--- src/rtl/add_seq_ctrl_pkg.sv ---
// Shared definitions for the sequential adder controller: state encoding,
// requester-id width, nibble width and the nibble-counter sizing helper.
package add_seq_ctrl_pkg;

    typedef enum logic [1:0] {
        IDLE = 2'b00,
        RUN  = 2'b01,
        DONE = 2'b10
    } state_t;

    localparam int ID_W  = 1;
    localparam int NIB_W = 4;

    // A counter over nnib values still needs at least one bit when nnib is 1
    function automatic int cnt_width(input int nnib);
        return (nnib > 1) ? $clog2(nnib) : 1;
    endfunction

endpackage

--- src/rtl/cla_4b.sv ---
// 4-bit carry-lookahead adder slice with group propagate/generate outputs.
module cla_4b (
    input  logic [3:0] a,
    input  logic [3:0] b,
    input  logic       cin,
    output logic [3:0] sum,
    output logic       cout,
    output logic       pout,
    output logic       gout
);

    logic [3:0] p;
    logic [3:0] g;
    logic [4:0] c;

    assign p = a ^ b;
    assign g = a & b;

    assign c[0] = cin;
    assign c[1] = g[0] | (p[0] & cin);
    assign c[2] = g[1] | (p[1] & g[0]) | (p[1] & p[0] & cin);
    assign c[3] = g[2] | (p[2] & g[1]) | (p[2] & p[1] & g[0]) | (p[2] & p[1] & p[0] & cin);
    assign c[4] = gout | (pout & cin);

    assign pout = &p;
    assign gout = g[3] | (p[3] & g[2]) | (p[3] & p[2] & g[1]) | (p[3] & p[2] & p[1] & g[0]);

    assign sum  = p ^ c[3:0];
    assign cout = c[4];

endmodule

--- src/rtl/add_seq_ctrl.sv ---
// Multi-cycle adder controller: two requesters share one 4-bit CLA slice,
// arbitrated round-robin, each operation walked nibble by nibble from the
// least significant end, result presented on a single valid/ready port.
module add_seq_ctrl
    import add_seq_ctrl_pkg::*;
#(
    parameter int WIDTH = 16
) (
    input  logic             clk,
    input  logic             rst_n,
    input  logic             req0_valid,
    output logic             req0_ready,
    input  logic [WIDTH-1:0] req0_a,
    input  logic [WIDTH-1:0] req0_b,
    input  logic             req0_cin,
    input  logic             req1_valid,
    output logic             req1_ready,
    input  logic [WIDTH-1:0] req1_a,
    input  logic [WIDTH-1:0] req1_b,
    input  logic             req1_cin,
    output logic             rsp_valid,
    input  logic             rsp_ready,
    output logic [WIDTH-1:0] rsp_sum,
    output logic             rsp_cout,
    output logic             rsp_ovf,
    output logic [ID_W-1:0]  rsp_id
);

    localparam int NNIB  = WIDTH / NIB_W;
    localparam int CNT_W = cnt_width(NNIB);
    localparam logic [CNT_W-1:0] LAST_K = CNT_W'(NNIB - 1);

    state_t state;
    state_t next_state;

    logic             rr_ptr;
    logic [WIDTH-1:0] a_q;
    logic [WIDTH-1:0] b_q;
    logic             cin_q;
    logic [ID_W-1:0]  id_q;
    logic             carry_q;
    logic [CNT_W-1:0] k_q;
    logic [WIDTH-1:0] res_q;

    logic [WIDTH-1:0] sum_q;
    logic             cout_q;
    logic             ovf_q;
    logic [ID_W-1:0]  rsp_id_q;

    logic             is_idle;
    logic             grant0;
    logic             grant1;
    logic             accept;
    logic             last_nib;

    logic [NIB_W-1:0] nib_a;
    logic [NIB_W-1:0] nib_b;
    logic [NIB_W-1:0] nib_sum;
    logic             cla_cin;
    logic             cla_cout;
    logic             cla_pout;
    logic             cla_gout;
    logic             unused_cla;
    logic [WIDTH-1:0] res_shift;

    // Readys are also held low during reset so no requester sees a handshake
    // while the controller is being cleared.
    assign is_idle    = (state == IDLE) && rst_n;
    assign grant0     = req0_valid && (!rr_ptr || !req1_valid);
    assign grant1     = req1_valid && ( rr_ptr || !req0_valid);
    assign req0_ready = is_idle && grant0;
    assign req1_ready = is_idle && grant1;
    assign accept     = req0_ready || req1_ready;

    assign last_nib   = (k_q == LAST_K);
    assign nib_a      = a_q[{k_q, 2'b00} +: NIB_W];
    assign nib_b      = b_q[{k_q, 2'b00} +: NIB_W];
    assign cla_cin    = (k_q == '0) ? cin_q : carry_q;

    cla_4b u_cla (
        .a    (nib_a),
        .b    (nib_b),
        .cin  (cla_cin),
        .sum  (nib_sum),
        .cout (cla_cout),
        .pout (cla_pout),
        .gout (cla_gout)
    );

    // Group propagate/generate are not needed when rippling nibble by nibble
    assign unused_cla = cla_pout ^ cla_gout;

    // New nibbles enter at the top so after the last step nibble 0 sits at the bottom
    generate
        if (WIDTH > NIB_W) begin : g_shift
            assign res_shift = {nib_sum, res_q[WIDTH-1:NIB_W]};
        end else begin : g_single
            assign res_shift = nib_sum;
        end
    endgenerate

    assign rsp_valid = (state == DONE);
    assign rsp_sum   = sum_q;
    assign rsp_cout  = cout_q;
    assign rsp_ovf   = ovf_q;
    assign rsp_id    = rsp_id_q;

    // State register
    always_ff @(posedge clk or negedge rst_n) begin
        if (!rst_n) begin
            state <= IDLE;
        end else begin
            state <= next_state;
        end
    end

    // Next-state: accept in IDLE, count nibbles in RUN, wait for the consumer in DONE
    always_comb begin
        next_state = state;
        case (state)
            IDLE: if (accept)    next_state = RUN;
            RUN:  if (last_nib)  next_state = DONE;
            DONE: if (rsp_ready) next_state = IDLE;
            default:             next_state = IDLE;
        endcase
    end

    // Latch the granted operation and hand priority to the other requester
    always_ff @(posedge clk or negedge rst_n) begin
        if (!rst_n) begin
            a_q    <= '0;
            b_q    <= '0;
            cin_q  <= 1'b0;
            id_q   <= '0;
            rr_ptr <= 1'b0;
        end else if (accept) begin
            a_q    <= grant1 ? req1_a   : req0_a;
            b_q    <= grant1 ? req1_b   : req0_b;
            cin_q  <= grant1 ? req1_cin : req0_cin;
            id_q   <= ID_W'(grant1);
            rr_ptr <= ~grant1;
        end
    end

    // One nibble per RUN cycle through the shared slice, carry chained in carry_q
    always_ff @(posedge clk or negedge rst_n) begin
        if (!rst_n) begin
            res_q   <= '0;
            carry_q <= 1'b0;
            k_q     <= '0;
        end else if (accept) begin
            k_q     <= '0;
        end else if (state == RUN) begin
            res_q   <= res_shift;
            carry_q <= cla_cout;
            k_q     <= k_q + CNT_W'(1);
        end
    end

    // Publish the finished result; it holds until the next operation completes
    always_ff @(posedge clk or negedge rst_n) begin
        if (!rst_n) begin
            sum_q    <= '0;
            cout_q   <= 1'b0;
            ovf_q    <= 1'b0;
            rsp_id_q <= '0;
        end else if ((state == RUN) && last_nib) begin
            sum_q    <= res_shift;
            cout_q   <= cla_cout;
            ovf_q    <= (a_q[WIDTH-1] == b_q[WIDTH-1]) && (nib_sum[NIB_W-1] != a_q[WIDTH-1]);
            rsp_id_q <= id_q;
        end
    end

endmodule
--- config.mk ---
export PLATFORM = sky130hd
export DESIGN_NAME = add_seq_ctrl
export DESIGN_NICKNAME = d
export VERILOG_FILES = /design/src/rtl/add_seq_ctrl_pkg.sv /design/src/rtl/cla_4b.sv /design/src/rtl/add_seq_ctrl.sv
export SDC_FILE = /design/constraint.sdc
export NUM_CORES = 1
export LEC_CHECK = 0
export ABC_AREA = 1
export CAP_MARGIN = 20
export CORE_MARGIN = 2
export CORE_UTILIZATION = 50
export DETAILED_ROUTE_END_ITERATION = 8
export DONT_BUFFER_PORTS = 1
export PLACE_DENSITY = 0.68
export SLEW_MARGIN = 25
export SYNTH_ARGS = -nofsm -noshare
export SYNTH_HDL_FRONTEND = slang
export SYNTH_SLANG_ARGS = --single-unit
--- constraint.sdc ---
create_clock -name clk -period 2 [get_ports clk]
set_clock_uncertainty 0.15 [all_clocks]
set_input_delay 0.1 -clock clk [delete_from_list [all_inputs] [get_ports clk]]
set_output_delay 0.1 -clock clk [all_outputs]
set_load 0.03 [all_outputs]
==> impl_metrics.py, run 1 <==
metrics = {
    "status": {
        "outcome": "stopped before the end",
        "failing_step": "clock tree synthesis (4_1_cts)",
        "error_line": "[ERROR RSZ-0060] Max buffer count reached.",
    },
    "place": {
        "numPortBuffers": 0,
        "hpwlAfterDp_um": 5320,
        "place_inst": 482,
        "gp_congestion": 0.872,
    },
    "die": {
        "die_h_um": 87,
        "start_util": 0.513,
        "fp.dieW_um": 87,
        "rows": 30,
        "ios": 93,
    },
    "yosys": {
        "ys_seq_elements": 71,
        "synth_area_um2": 3440,
        "ys_seq_area_frac": 0.516,
        "synthCells": 406,
        "synth_area_per_cell_um2": 8.48,
        "ys_warn_count": 0,
        "synth_nets": 484,
        "synth_cell_types": 29,
    },
    "clock_tree": {
        "ctsHtreeMaxLevel": 3,
        "post_cts_resized": 12,
        "post_cts_buffers": 0,
        "cts-hold-fix-buffers": 101,
        "cts_max_path_buffers": 2,
        "cts_buffers": 9,
        "clock-root-buffer": "clkbuf_8",
        "clock-sinks": 71,
    },
}
through the flow:
stage | setup TNS [ns] | util | hold slack, ns | setup slack, ns | area, um^2
3_5_place_dp | -0.360 | 0.529 | -0.344 | -0.0832 | 3550
2_1_floorplan | -0.0686 | - | -0.346 | -0.0459 | 3470
3_3_place_gp | -0.145 | 0.529 | -0.343 | -0.0665 | 3550
Yosys cell counts:
master,instances,share of area
a21oi_1,4,0.0058
a22oi_1,16,0.035
a31oi_1,18,0.033
a32oi_1,2,0.0051
buf_2,5,0.0073
buf_4,2,0.0044
buf_6,3,0.0098
clkbuf_1,10,0.011
dfrtp_1,71,0.52
fa_1,1,0.0058
ha_1,6,0.022
inv_1,32,0.035
inv_2,1,0.0011
inv_8,1,0.0033
nand2_1,111,0.12
nand2_2,1,0.0018
nand2_4,2,0.0065
nand3_1,26,0.038
nand3b_1,1,0.0022
nor2_1,37,0.040
nor2_2,1,0.0018
nor2_4,1,0.0033
nor2_8,2,0.012
o21a_1,1,0.0022
o21ai_0,40,0.058
o21ai_1,3,0.0044
o22ai_1,6,0.011
o31ai_1,1,0.0022
xnor2_1,1,0.0025
cells by family after synthesis:
logic type	synth area share
buf+inv	0.0716
flops	0.516
xor+xnor	0.00254
fa+ha+maj	0.0276
simple gates	0.226
compound gates	0.156
==> run 2: changes to the inputs <==
--- a/config.mk
+++ b/config.mk
@@ -8,10 +8,10 @@
 export ABC_AREA = 1
 export CAP_MARGIN = 20
 export CORE_MARGIN = 2
-export CORE_UTILIZATION = 50
+export CORE_UTILIZATION = 35
 export DETAILED_ROUTE_END_ITERATION = 8
 export DONT_BUFFER_PORTS = 1
-export PLACE_DENSITY = 0.68
+export PLACE_DENSITY_LB_ADDON = 0.15
 export SLEW_MARGIN = 25
 export SYNTH_ARGS = -nofsm -noshare
 export SYNTH_HDL_FRONTEND = slang
==> constraint.sdc (replaced) <==
create_clock -name clk -period 2.6 [get_ports clk]
set_clock_uncertainty 0.15 [all_clocks]
set_input_delay 0.13 -clock clk [delete_from_list [all_inputs] [get_ports clk]]
set_output_delay 0.13 -clock clk [all_outputs]
set_load 0.03 [all_outputs]
==> impl_metrics.py, run 2 <==
metrics = {
    "critical_path": {
        "cp-start-kind": "flop",
        "reg2reg_depth": 7,
        "path_cells": "inv_2 -> nand2_4 -> nand2_8 -> nand2_1 -> dlygate4sd3_1 -> a31oi_1 -> dlygate4sd3_1",
        "crit_arrival_ns": 2.56,
        "path_class": "reg -> reg",
        "cp.required_ns": 2.74,
        "rr_endpoint": "a_q[9]",
        "cp_slowest_cell": "dlygate4sd3_1",
        "crit_fanout": 18,
        "cp-end-kind": "flop",
        "r2r-start": "rr_ptr",
        "crit_top_cell": "dlygate4sd3_1",
        "rrSetupSlack_ns": 0.18,
        "max_stage_delay_ns": 0.58,
    },
    "grt": {
        "antenna_found_initial": 0,
        "grt_pass1_vias": 2997,
        "grt_overflow": 0,
        "grt_max_degree": 72,
        "grt_pass1_wl_um": 14600,
        "grt_usage": 0.181,
    },
    "clock_tree": {
        "clock_latency_ns": 0.35,
        "cts_buffers": 9,
        "cts_max_path_buffers": 2,
        "clock-sinks": 71,
        "cts.clk_slew.worst_paths_ns": 0.09,
        "ctsHtreeMaxLevel": 3,
        "clock-root-buffer": "clkbuf_8",
        "post_cts_buffers": 0,
        "cts_tree": "built",
    },
    "yosys": {
        "synth_common_cells": "nand2_1, dfrtp_1, o21ai_0, nor2_1, inv_1",
        "ys_warn_count": 0,
        "synthArstFlopShare": 1.00,
        "synth_nets": 484,
        "synth_cell_types": 29,
        "synthMostInstantiatedCell": "nand2_1",
        "ys_top_cells_by_area": "dfrtp_1, nand2_1, o21ai_0",
        "synth_area_per_cell_um2": 8.48,
        "yosysTopAreaCell": "dfrtp_1",
        "synth_edf_count": 0,
        "ys_seq_area_frac": 0.516,
        "ys_seq_elements": 71,
        "synthCells": 406,
        "yosys_most_used_dff": "dfrtp_1",
        "synth_area_um2": 3440,
        "synthDominantCellAreaShare": 0.516,
    },
    "min_path": {
        "min_to": "state[0]",
        "hp-start": "req1_valid",
        "hold_class": "in -> reg",
        "min_path_cells": 4,
    },
    "die": {
        "core_um2": 9680,
        "die_area_um2": 10700,
        "die_h_um": 103,
        "fp.dieW_um": 103,
        "start_util": 0.356,
        "rows": 36,
        "ios": 93,
    },
    "sta": {
        "rsz0062_at_grt": "false",
        "setup-tns-final_ns": 0,
        "hold_violations": 0,
        "fin_crit_sh": 0.932,
        "slew_headroom": 0.616,
        "slew_violations": 0,
        "worstMarginPinSlew_ns": 0.575,
        "setup_viol": 0,
        "fmax_ghz": 0.413,
        "fin_crit_ns": 2.42,
        "setup_ws_ns": 0.177,
        "whs_ns": 0.0624,
    },
    "layout": {
        "regArea_um2": 1780,
        "nFillCells": 926,
        "drive_above_1_share": 0.0629,
        "nets": 566,
        "syn_to_final_growth_pct": 35.0,
        "multiInputGateArea_um2": 1430,
        "antenna_cells": 0,
        "layout_commonest_cell": "nand2_1",
        "layout_common_cells": "nand2_1, dlygate4sd3_1, dfrtp_1",
    },
    "place": {
        "post-place-ws_ns": 0.297,
        "hpwlAfterDp_um": 5840,
        "numPortBuffers": 0,
        "gp_congestion": 0.849,
    },
    "routing": {
        "post-route-drc-count": 0,
        "ant_nets": 0,
        "num_vias": 3018,
        "first_iter_violations": 121,
        "wl_per_cell_um": 14.4,
        "firstDrtPassIters": 4,
        "via_per_inst": 4.82,
        "routed_wl_um": 9030,
    },
    "pwr": {
        "p_clk_frac": 0.167,
        "cell_internal_pwr_uw": 3400,
        "total_power_uw": 6080,
        "p_sw_frac": 0.441,
        "power.share.sequential": 0.369,
        "p_leak_uw": 0.00209,
        "pwr-share-comb": 0.465,
        "power_density_nw_per_um2": 1310,
        "ir_drop_uv": 458,
        "power.switching_uw": 2680,
    },
    "status": {
        "outcome": "finished clean",
    },
    "flow_run": {
        "max_cap_violations": 0,
    },
}
[run 2: layer usage]
metal | global-route usage | up-vias | routed length, um
met3 | 0.0383 | 10 | 308
met4 | 0.0628 | 0 | 122
met5 | 0 | - | 0
met1 | 0.240 | 1438 | 4200
met2 | 0.297 | 58 | 4400
li1 | - | 1512 | -
[run 2: cells by family after synthesis]
group	synth area share
AND/OR/NAND/NOR	0.226
AO/OA/AOI/OAI	0.156
flip-flops	0.516
buffers and inverters	0.0716
adder cells (fa/ha/maj)	0.0276
XOR/XNOR	0.00254
[run 2: stage by stage]
step / cells / instance area [um^2] / util
6_report: 626 / 4650 / 0.480
5_1_grt: 626 / 4650 / 0.480
4_1_cts: 626 / 4640 / 0.479
3_5_place_dp: 524 / 3540 / 0.365
3_3_place_gp: 524 / 3540 / 0.365
2_1_floorplan: 406 / 3440 / -
[run 2: cell type report]
cell class	instances	share of cell area
sequential	71	0.382
inverter	34	0.0291
tap	133	0.0358
clock inverter	7	0.0218
multi-input combinational	281	0.308
clock buffer	9	0.0266
timing repair buffer	91	0.197
[run 2: worst max-delay path by stage]
stage	cells after the start	endpoint	start
3_3_place_gp	12	rsp_ovf	k_q[1]
5_1_grt	11	rsp_sum[15]	k_q[1]
6_report	7	a_q[9]	rr_ptr
2_1_floorplan	13	rsp_ovf	k_q[0]
4_1_cts	7	a_q[7]	rr_ptr
3_5_place_dp	12	rsp_ovf	k_q[1]
[run 2: critical path, delay by kind of cell, from the launching register on]
kind	cells	cell delay, ns
compound gates	1	0.18
flops	1	0.41
buf+inv	3	1.20
simple gates	3	0.41
[run 2: power groups by stage]
stage | registers, uW | clock network [uW] | logic [uW]
after detailed placement | 2270 | 0 | 2400
after global routing | 2320 | 1080 | 3250
final | 2240 | 1010 | 2820
after global placement | 2270 | 0 | 2370
after CTS | 2250 | 1040 | 2810
after floorplan | 2130 | 0 | 1960
[run 2: what timing repair did]
item	in CTS	in global routing
hold buffers	86	0
hold endpoints to repair	105	0
resized for setup	0	1
setup endpoints to repair	0	7
Power figures use the tool's default switching activity.
